## src/rtl/gb_ppu_pkg.sv

```systemverilog
// Shared types and constants for the PPU tile fetch path: fetcher states,
// VRAM base offsets, CGB attribute bit positions and the pixel field layout.
package gb_ppu_pkg;

    typedef enum logic [2:0] {
        ST_IDLE,
        ST_TILE_NUM,
        ST_TILE_ATTR,
        ST_DATA_LO,
        ST_DATA_HI,
        ST_PUSH
    } fetch_state_e;

    localparam logic [12:0] MAP_BASE_0       = 13'h1800;
    localparam logic [12:0] MAP_BASE_1       = 13'h1C00;
    localparam logic [12:0] TILE_BASE_UNSIGN = 13'h0000;
    localparam logic [12:0] TILE_BASE_SIGNED = 13'h1000;

    localparam int ATTR_PAL_LSB = 0;
    localparam int ATTR_BANK    = 3;
    localparam int ATTR_XFLIP   = 5;
    localparam int ATTR_YFLIP   = 6;
    localparam int ATTR_PRIO    = 7;

    // Pixel word: {prio[5], pal[4:2], color[1:0]}; DMG keeps only color.
    localparam int PIX_COLOR_LSB = 0;
    localparam int PIX_PAL_LSB   = 2;
    localparam int PIX_PRIO      = 5;
    localparam int PIX_FULL_W    = 6;

    typedef struct packed {
        logic       prio;
        logic       yflip;
        logic       xflip;
        logic       bank;
        logic [2:0] pal;
    } tile_attr_t;

endpackage

```

## src/rtl/pixel_fifo_8w.sv

```systemverilog
// Pixel FIFO with an 8-wide parallel push, single pop and synchronous flush.
// Writes are always 8-aligned because the write pointer only ever steps by 8.
module pixel_fifo_8w
    import gb_ppu_pkg::*;
#(
    parameter  int DEPTH = 16,
    parameter  int W     = 2,
    localparam int CNT_W = $clog2(DEPTH + 1),
    localparam int PTR_W = $clog2(DEPTH)
) (
    input  logic                 clk_in,
    input  logic                 rst_in,
    input  logic                 flush_in,
    input  logic                 push_in,
    input  logic [7:0][W-1:0]    push_data_in,
    input  logic                 pop_in,
    output logic [W-1:0]         head_out,
    output logic [CNT_W-1:0]     count_out,
    output logic                 space8_out
);

    logic [W-1:0]     mem_q [DEPTH];
    logic [PTR_W-1:0] wr_ptr_q, wr_ptr_d;
    logic [PTR_W-1:0] rd_ptr_q, rd_ptr_d;
    logic [CNT_W-1:0] count_q, count_d;
    logic             push_ok, pop_ok;

    assign space8_out = (count_q <= CNT_W'(DEPTH - 8));
    assign push_ok    = push_in && space8_out && !flush_in;
    assign pop_ok     = pop_in && (count_q != '0) && !flush_in;

    always_comb begin
        wr_ptr_d = wr_ptr_q;
        rd_ptr_d = rd_ptr_q;
        count_d  = count_q;
        if (flush_in) begin
            wr_ptr_d = '0;
            rd_ptr_d = '0;
            count_d  = '0;
        end else begin
            if (push_ok)
                wr_ptr_d = (wr_ptr_q == PTR_W'(DEPTH - 8)) ? '0 : wr_ptr_q + PTR_W'(8);
            if (pop_ok)
                rd_ptr_d = (rd_ptr_q == PTR_W'(DEPTH - 1)) ? '0 : rd_ptr_q + PTR_W'(1);
            count_d = count_q + (push_ok ? CNT_W'(8) : '0) - (pop_ok ? CNT_W'(1) : '0);
        end
    end

    always_ff @(posedge clk_in) begin
        if (!rst_in) begin
            wr_ptr_q <= '0;
            rd_ptr_q <= '0;
            count_q  <= '0;
        end else begin
            wr_ptr_q <= wr_ptr_d;
            rd_ptr_q <= rd_ptr_d;
            count_q  <= count_d;
        end
    end

    always_ff @(posedge clk_in) begin
        if (push_ok) begin
            for (int i = 0; i < 8; i++)
                mem_q[wr_ptr_q + PTR_W'(i)] <= push_data_in[i];
        end
    end

    assign head_out  = (count_q != '0) ? mem_q[rd_ptr_q] : '0;
    assign count_out = count_q;

endmodule

```

## src/rtl/tile_fetcher.sv

```systemverilog
// BG/window tile fetcher with optional CGB attribute fetch, feeding a pixel FIFO.
// Every state change is qualified by the T-cycle enable tclk_in.
module tile_fetcher
    import gb_ppu_pkg::*;
#(
    parameter  int CGB_MODE   = 0,
    parameter  int FIFO_DEPTH = 16,
    localparam int PIX_W      = (CGB_MODE != 0) ? 6 : 2,
    localparam int CNT_W      = $clog2(FIFO_DEPTH + 1)
) (
    input  logic             clk_in,
    input  logic             rst_in,
    input  logic             tclk_in,
    input  logic             line_start_in,
    input  logic             window_trigger_in,
    input  logic [7:0]       LY_in,
    input  logic [7:0]       window_line_in,
    input  logic [7:0]       SCX_in,
    input  logic [7:0]       SCY_in,
    input  logic             bg_map_in,
    input  logic             win_map_in,
    input  logic             addr_mode_in,
    output logic [12:0]      rd_addr_out,
    output logic             rd_bank_out,
    output logic             rd_req_out,
    input  logic             rd_ack_in,
    input  logic [7:0]       rd_data_in,
    output logic             pix_valid_out,
    input  logic             pix_ready_in,
    output logic [PIX_W-1:0] pix_out,
    output logic [CNT_W-1:0] fifo_count_out
);

    fetch_state_e state_q, state_d;
    logic [4:0]   tile_x_q, tile_x_d;
    logic [2:0]   discard_q, discard_d;
    logic         in_window_q, in_window_d;
    logic         rd_req_q, rd_req_d;
    logic [12:0]  rd_addr_q, rd_addr_d;
    logic         rd_bank_q, rd_bank_d;
    logic [7:0]   tile_num_q, tile_num_d;
    tile_attr_t   attr_q, attr_d;
    logic [7:0]   lo_q, lo_d, hi_q, hi_d;

    logic [4:0]  map_x;
    logic [7:0]  line_y;
    logic [2:0]  row;
    logic [12:0] map_addr, tile_base, lo_addr, fetch_addr;
    logic        fetch_bank, data_bank;

    logic [CNT_W-1:0]      fifo_count;
    logic [PIX_W-1:0]      fifo_head;
    logic [7:0][PIX_W-1:0] push_pix;
    logic                  fifo_space8, fifo_push, fifo_pop, fifo_flush;
    logic                  pix_valid, drop, win_accept;

    always_comb begin
        map_x     = in_window_q ? tile_x_q : SCX_in[7:3] + tile_x_q;
        line_y    = in_window_q ? window_line_in : SCY_in + LY_in;
        map_addr  = ((in_window_q ? win_map_in : bg_map_in) ? MAP_BASE_1 : MAP_BASE_0)
                    + {3'b000, line_y[7:3], map_x};
        row       = attr_q.yflip ? ~line_y[2:0] : line_y[2:0];
        tile_base = addr_mode_in ? TILE_BASE_UNSIGN + {1'b0, tile_num_q, 4'b0000}
                                 : TILE_BASE_SIGNED + {tile_num_q[7], tile_num_q, 4'b0000};
        lo_addr   = tile_base + {9'b0, row, 1'b0};
        data_bank = (CGB_MODE != 0) ? attr_q.bank : 1'b0;
    end

    always_comb begin
        fetch_addr = map_addr;
        fetch_bank = 1'b0;
        case (state_q)
            ST_TILE_ATTR: fetch_bank = 1'b1;
            ST_DATA_LO: begin
                fetch_addr = lo_addr;
                fetch_bank = data_bank;
            end
            ST_DATA_HI: begin
                fetch_addr = lo_addr + 13'd1;
                fetch_bank = data_bank;
            end
            default: ;
        endcase
    end

    // Leftmost pixel goes in slot 0; xflip reads the bitplanes LSB-first.
    logic [2:0]            bsel;
    logic [PIX_FULL_W-1:0] full_pix;
    always_comb begin
        bsel     = '0;
        full_pix = '0;
        push_pix = '0;
        for (int i = 0; i < 8; i++) begin
            bsel     = attr_q.xflip ? 3'(i) : 3'(7 - i);
            full_pix = {attr_q.prio, attr_q.pal, hi_q[bsel], lo_q[bsel]};
            push_pix[i] = full_pix[PIX_W-1:0];
        end
    end

    assign win_accept = window_trigger_in && !in_window_q && !line_start_in;
    assign pix_valid  = (fifo_count != '0) && (discard_q == 3'd0);
    assign drop       = tclk_in && (discard_q != 3'd0) && (fifo_count != '0);
    assign fifo_pop   = (tclk_in && pix_valid && pix_ready_in) || drop;
    assign fifo_flush = tclk_in && (line_start_in || win_accept);
    assign fifo_push  = tclk_in && (state_q == ST_PUSH) && fifo_space8 && !fifo_flush;

    always_comb begin
        state_d     = state_q;
        tile_x_d    = tile_x_q;
        discard_d   = discard_q;
        in_window_d = in_window_q;
        rd_req_d    = rd_req_q;
        rd_addr_d   = rd_addr_q;
        rd_bank_d   = rd_bank_q;
        tile_num_d  = tile_num_q;
        attr_d      = attr_q;
        lo_d        = lo_q;
        hi_d        = hi_q;
        if (tclk_in) begin
            if (drop)
                discard_d = discard_q - 3'd1;
            if (line_start_in) begin
                state_d     = ST_TILE_NUM;
                tile_x_d    = '0;
                in_window_d = 1'b0;
                discard_d   = SCX_in[2:0];
                rd_req_d    = 1'b0;
            end else if (win_accept) begin
                state_d     = ST_TILE_NUM;
                tile_x_d    = '0;
                in_window_d = 1'b1;
                discard_d   = 3'd0;
                rd_req_d    = 1'b0;
            end else begin
                case (state_q)
                    ST_IDLE: ;
                    ST_PUSH: begin
                        if (fifo_space8) begin
                            tile_x_d = tile_x_q + 5'd1;
                            state_d  = ST_TILE_NUM;
                        end
                    end
                    default: begin
                        // Request goes out on the first tick; the ack is only honoured afterwards.
                        if (!rd_req_q) begin
                            rd_req_d  = 1'b1;
                            rd_addr_d = fetch_addr;
                            rd_bank_d = fetch_bank;
                        end else if (rd_ack_in) begin
                            rd_req_d = 1'b0;
                            case (state_q)
                                ST_TILE_NUM: begin
                                    tile_num_d = rd_data_in;
                                    state_d    = (CGB_MODE != 0) ? ST_TILE_ATTR : ST_DATA_LO;
                                end
                                ST_TILE_ATTR: begin
                                    attr_d.prio  = rd_data_in[ATTR_PRIO];
                                    attr_d.yflip = rd_data_in[ATTR_YFLIP];
                                    attr_d.xflip = rd_data_in[ATTR_XFLIP];
                                    attr_d.bank  = rd_data_in[ATTR_BANK];
                                    attr_d.pal   = rd_data_in[ATTR_PAL_LSB +: 3];
                                    state_d      = ST_DATA_LO;
                                end
                                ST_DATA_LO: begin
                                    lo_d    = rd_data_in;
                                    state_d = ST_DATA_HI;
                                end
                                default: begin
                                    hi_d    = rd_data_in;
                                    state_d = ST_PUSH;
                                end
                            endcase
                        end
                    end
                endcase
            end
        end
    end

    always_ff @(posedge clk_in) begin
        if (!rst_in) begin
            state_q     <= ST_IDLE;
            tile_x_q    <= '0;
            discard_q   <= '0;
            in_window_q <= 1'b0;
            rd_req_q    <= 1'b0;
            rd_addr_q   <= '0;
            rd_bank_q   <= 1'b0;
            tile_num_q  <= '0;
            attr_q      <= '0;
            lo_q        <= '0;
            hi_q        <= '0;
        end else begin
            state_q     <= state_d;
            tile_x_q    <= tile_x_d;
            discard_q   <= discard_d;
            in_window_q <= in_window_d;
            rd_req_q    <= rd_req_d;
            rd_addr_q   <= rd_addr_d;
            rd_bank_q   <= rd_bank_d;
            tile_num_q  <= tile_num_d;
            attr_q      <= attr_d;
            lo_q        <= lo_d;
            hi_q        <= hi_d;
        end
    end

    pixel_fifo_8w #(
        .DEPTH (FIFO_DEPTH),
        .W     (PIX_W)
    ) u_fifo (
        .clk_in       (clk_in),
        .rst_in       (rst_in),
        .flush_in     (fifo_flush),
        .push_in      (fifo_push),
        .push_data_in (push_pix),
        .pop_in       (fifo_pop),
        .head_out     (fifo_head),
        .count_out    (fifo_count),
        .space8_out   (fifo_space8)
    );

    assign rd_addr_out    = rd_addr_q;
    assign rd_bank_out    = rd_bank_q;
    assign rd_req_out     = rd_req_q;
    assign pix_valid_out  = pix_valid;
    assign pix_out        = fifo_head;
    assign fifo_count_out = fifo_count;

endmodule
```

## config.mk

```make
export PLATFORM = sky130hd
export DESIGN_NAME = tile_fetcher
export DESIGN_NICKNAME = d
export VERILOG_FILES = /design/src/rtl/gb_ppu_pkg.sv /design/src/rtl/pixel_fifo_8w.sv /design/src/rtl/tile_fetcher.sv
export SDC_FILE = /design/constraint.sdc
export NUM_CORES = 1
export LEC_CHECK = 0
export CAP_MARGIN = 20
export CELL_PAD_IN_SITES_DETAIL_PLACEMENT = 0
export CELL_PAD_IN_SITES_GLOBAL_PLACEMENT = 1
export CORE_UTILIZATION = 50
export CTS_CLUSTER_DIAMETER = 30
export DETAILED_ROUTE_END_ITERATION = 10
export DONT_BUFFER_PORTS = 1
export PLACE_DENSITY = 0.76
export SYNTH_ARGS = -nofsm -noshare
export SYNTH_HDL_FRONTEND = slang
export SYNTH_SLANG_ARGS = --single-unit
```

## constraint.sdc

```tcl
create_clock -name clk_in -period 2.8 [get_ports clk_in]
set_input_delay 0.42 -clock clk_in [delete_from_list [all_inputs] [get_ports clk_in]]
set_output_delay 0.42 -clock clk_in [all_outputs]
set_load 0.02 [all_outputs]
```

**After elaboration in Yosys (flattened, before gate mapping)**

Memories as Yosys holds them, arrays and structs flattened. A register that Yosys moved wholly into a read port is not among the register bits.
Index checks and enable logic that the tools add are counted.

- Bits in registers: 66
- Bits in writable memories: 32
- Input port bits: 50
- Output and inout port bits: 23
- Word-level logic and storage cells: 183
- Memories kept: 1

Memory list:

| memory | depth | bits a word | rd ports | clocked after memory_dff | wr ports | RTL line | RTL |
|---|---|---|---|---|---|---|---|
| u_fifo.mem_q | 16 | 2 | 1 | 1 | 8 | pixel_fifo_8w.sv:22 | `logic [W-1:0] mem_q [DEPTH];` |

- Add/subtract/negate cells: 19
- $lt $le $gt $ge: 9
- Eq/ne operators: 10
- Mux-type cells: 78
- Bitwise logic cells: 7
- Reductions and logical operators: 44

Operator list:

| operator | number |
|---|---|
| 3-bit 2-to-1 mux | 17 |
| 1-bit binary-select mux with 3-bit select | 16 |
| 3-bit by 4-bit < comparator with 1-bit output (second input constant) | 8 |
| 1-bit 2-to-1 mux | 28 |
| 7-bit AND reduction | 4 |
| 13-bit case mux with 2 select lines | 1 |
| 5-bit 2-to-1 mux | 5 |
| 4-bit 2-to-1 mux | 5 |
| 4-bit by 3-bit adder with 4-bit output (second input constant) | 4 |
| 1-bit logical AND | 15 |
| 12-bit by 11-bit adder with 13-bit output | 1 |
| 13-bit by 1-bit adder with 13-bit output (second input constant) | 1 |
| 13-bit adder (first input constant) | 1 |
| 13-bit by 4-bit adder with 13-bit output | 1 |
| 13-bit 2-to-1 mux | 1 |
| 3-bit case mux with 2 select lines | 2 |
| 3-bit nonzero test | 4 |
| 11-bit 2-to-1 mux | 1 |
| 5-bit adder | 2 |
| 5-bit AND reduction | 2 |
| 4-bit by 1-bit adder with 4-bit output (second input constant) | 2 |
| 4-bit by 2-bit adder with 4-bit output (second input constant) | 2 |
| 8-bit adder | 1 |
| 4-bit equality test (second input constant) | 2 |
| other kinds (25) | 41 |

**Logic depth before layout (Yosys ltp)**

- Depth in word-level cells: 12
- Mapped depth: 12
- Depth with buffers taken out: 12

**Cells and area by module**

A second synthesis with hierarchy kept.

- Cells, all modules: 533
- Area total of the unflattened synthesis: 5614.1 um2

Modules (own cells, without submodules):

| module | times used | cells an instance | area each (um2) | seq. area each (um2) |
|---|---|---|---|---|
| tile_fetcher | 1 | 366 | 3214.3 | 1061.0 |
| pixel_fifo_8w | 1 | 167 | 2399.8 | 1241.2 |

**Least setup slack after synthesis**

OpenSTA, ideal clock, no wires.

- Kind: register to register
- From: register u_fifo.count_q[2] (netlist: u_fifo.count_out[2])
- To: register u_fifo.count_q[4] (netlist: u_fifo.count_out[4])
- Library setup time: 128 ps
- Data arrival time: 2227 ps
- Required time: 2672 ps
- Slack: 445 ps
- Cell stages (with the launch flop): 12
- Buffers on the path: 1
- Period minus slack after synthesis: 2355 ps
- Cell sequence: dfxtp_1 o31ai_2 nand3_1 clkbuf_1 nor2_1 inv_1 ha_1 inv_1 ha_1 a21oi_1 xnor2_1 nor2_1

- Cells in the longest elaborated chain, start to end: 9
- Elaborated cells on any way between the ends: 17
- Classes of those cells: add/sub: 2; order compare: 1; mux: 2; reduce/logical: 12

Ends and longest elaborated chain:

| element | RTL line | RTL |
|---|---|---|
| from (decl) | pixel_fifo_8w.sv:25 | `logic [CNT_W-1:0] count_q, count_d;` |
| from (signal assigned) | pixel_fifo_8w.sv:57 | `count_q <= count_d;` |
| parallel branches: the longest is 8 deep, another holds 5-bit by 4-bit less-or-equal comparator with 1-bit output | - |  |
| 5-bit subtractor (*) | pixel_fifo_8w.sv:45 | `count_d = count_q + (push_ok ? CNT_W'(8) : '0) - (pop_ok ? CNT_W'(1) : '0);` |

Mark *: on every way between the ends.
A chain may end at the register's enable or synchronous reset.

==> flow_summary.ini <==
[critical_path]
end_kind = output port
path_max_fanout = 8
arrival_ps = 2120
r2r_setup_slack_ps = 400
start_kind = flip-flop
timing.rr.end = u_fifo.count_out[3]
r2r_start = u_fifo.count_out[1]
crit_type = reg2out
reg2regPathDepth = 10
required_ps = 2380

[synthesis]
synthCells = 531
synth_top_family_by_area = compound AO/OA/AOI/OAI gates
synth_seq_cells = 99
yosysUniqueCellTypes = 63
synthTopCellsByArea = dfxtp_1, edfxtp_1, mux2i_1
synth_compound_area_share_pct = 15.2
yosys.area.top_type = dfxtp_1
synth_fa_ha_area_share_pct = 5.84
synth.avg_cell_area_um2 = 10.0
syn_area_um2 = 5310
synth_seq_area_share_pct = 43.4
synth-xor-area-share_pct = 2.47
synthArstFlopShare_pct = 0
yosys_warnings = 0
synth_nets = 604
synth_top_area_share_pct = 25.3
ys.flop_type = dfxtp_1
synth-edff-count = 32
synthSimpleGateAreaFrac_pct = 14.5
synth_mux_area_share_pct = 14.4

[clock_tree]
cts_hold_buffers = 0
htreeDepth = 3
cts_tree = built
cts.sinks = 99
post_cts_resize_count = 0
clock_latency_ps = 380
cts_buffers = 9
clkTransAtPathRegs_ps = 90
cts_root_buf = clkbuf_8
post-cts-setup-buffers = 0
cts_max_path_buffers = 2

[timing]
skew_ps = 9.79
rsz0062_at_grt = no
report.final.setup_viol = 0
slew_violations = 0
fmax_mhz = 394
worst_slew_pin_slew_ps = 986
period_minus_slack_ps = 2540
setup_tns_ps = 0
min_period_over_period_pct = 90.6
slew_headroom_pct = 34.0
hold_viol = 0
worst_hold_slack_ps = 123

[flow_run]
drv_cap = 0

[cells_and_area]
final_nets = 599
utilization_pct = 55.0
antennaDiodeCount = 0
stdcell_count = 667
syn_to_final_growth_pct = 6.93
drive_above_1_share_pct = 11.1

[floorplanning]
start_util_pct = 51.4
die_height_um = 105
die_x_um = 105
coreArea_um2 = 10300
io_pins = 73
die-area_um2 = 11000
rows = 37

[detailed_routing]
dr.pass1.iters = 5
vias = 3831
drt_iter0_markers = 207
drc = 0
vias_per_cell = 5.74
drt-total-wl_mm = 11.6
detail-route-antenna-nets = 0
post_drt_wl_per_cell_um = 17.3

[power_and_ir_drop]
intPower_mw = 2.09
p_switching_uw = 627
pwr-share-clk_pct = 37.7
ir_drop_mv = 0.349
power.share.switching_pct = 23.1
power_density_nw_per_um2 = 479
p_seq_share_pct = 55.1
combPwrFrac_pct = 7.2
leakagePower_nw = 1.96

[run_status]
status = complete, no violations

[place]
port_buffers = 0
gp_congestion = 0.847
dp.cells = 651
hpwl_mm = 8.73

[grt]
grt_max_degree = 40
first_global_vias = 3682
antenna_found_initial = 0
grt_overflow = 0
grt_first_pass_wirelength_mm = 18.5
track_usage_pct = 22.0

[worst_hold_path]
whs_endpoint = rd_req_out
min-delay-start = tclk_in
min_path_cells = 1
hold_path.class = in2reg
[layout by cell type (no fill, tap or decap), types with 11 or more instances in the layout]
| master | netlist | layout |
|---|---|---|
| a211oi_1 | 11 | 11 |
| a21oi_1 | 54 | 54 |
| buf_4 | 1 | 13 |
| dfxtp_1 | 67 | 66 |
| edfxtp_1 | 32 | 32 |
| ha_1 | 20 | 20 |
| inv_1 | 25 | 25 |
| mux2i_1 | 44 | 44 |
| nand2_1 | 22 | 22 |
| nor2_1 | 56 | 56 |
| nor3_1 | 18 | 18 |
| o21ai_0 | 20 | 20 |
| xnor2_1 | 11 | 11 |
[cell type report]
cell class	count	area (um^2)
well taps	136	170
clock inverters	6	86.3
flip-flops and latches	99	2300
multi-input cells	377	2790
inverters	26	97.6
fillers	938	4650
clock buffers	10	138
repair buffers	13	97.6
[cells in the mapped netlist, drive strengths merged (3+ instances only)]
cell,instances
a211oi,11
a21o,8
a21oi,54
a31oi,4
and3,4
buf,12
clkbuf,17
dfxtp,67
edfxtp,32
fa,3
ha,20
inv,25
mux2,9
mux2i,44
mux4,10
nand2,22
nand2b,8
nand3,7
nor2,56
nor2b,8
nor3,21
nor4,3
o211ai,6
o21ai,21
o31ai,3
or3,3
or3b,4
xnor2,11
xor2,4
[worst max-delay path, cell delays in order, from the launching register on]
cell     delay (ps)
dfxtp_2         510
mux4_2          540
mux4_2          480
nor2b_1         210
[per-layer routing]
metal  GRT usage, %  share of wire, %  vias up  wire length [um]
met5              0                 0        -                 0
met4           8.65               1.6        0               184
met3           6.80               6.1       17               709
met2           35.6                47      112              5430
met1           27.4                45     1780              5250
li1               -                 -     1922                 -
[power by group through the flow]
stage | Sequential [mW] | Combinational (mW) | Clock, mW
detailed placement | 1.53 | 0.197 | 0
floorplan | 1.53 | 0.164 | 0
global route | 1.50 | 0.223 | 1.10
global placement | 1.53 | 0.193 | 0
CTS | 1.50 | 0.198 | 1.05
finish | 1.50 | 0.197 | 1.02
[registers in the layout (all words and copies together) (netlist names), named ones only]
name	cells
hi_q	8
in_window_q	1
u_fifo.count_out	5
u_fifo.rd_ptr_q	4
u_fifo.mem_q	32
rd_addr_out	13
tile_x_q	5
state_q	3
discard_q	3
lo_q	8
tile_num_q	8
rd_req_out	1
attr_q	2
u_fifo.wr_ptr_q	1
rd_bank_out	1
[cells by family after synthesis]
kind of cell    count (synthesis)
compound gates                128
xor+xnor                       15
fa+ha+maj                      23
buf+inv                        55
flops                          99
mux                            63
simple gates                  148
[how the worst max path moves through the flow]
stage | cells after the start | start | end | slack [ps]
after floorplan | 11 | u_fifo.count_out[2] | u_fifo.count_out[4] | 450
after global placement | 10 | u_fifo.count_out[1] | u_fifo.count_out[3] | 460
after detailed placement | 10 | u_fifo.count_out[1] | u_fifo.count_out[3] | 370
after CTS | 3 | flip-flop | pix_out[1] | 30
after global routing | 3 | flip-flop | pix_out[1] | 150
final | 3 | flip-flop | pix_out[1] | 260
[stage by stage]
| step | worst slack [ps] | instance area (um^2) | power (mW) |
|---|---|---|---|
| floorplan | 445 | 5310 | 1.69 |
| global placement | 455 | 5450 | 1.72 |
| detailed placement | 369 | 5450 | 1.73 |
| CTS | 34.7 | 5680 | 2.75 |
| global route | 146 | 5680 | 2.83 |
| finish | 262 | 5680 | 2.72 |
Note: power is estimated with default switching activity, not from simulation.
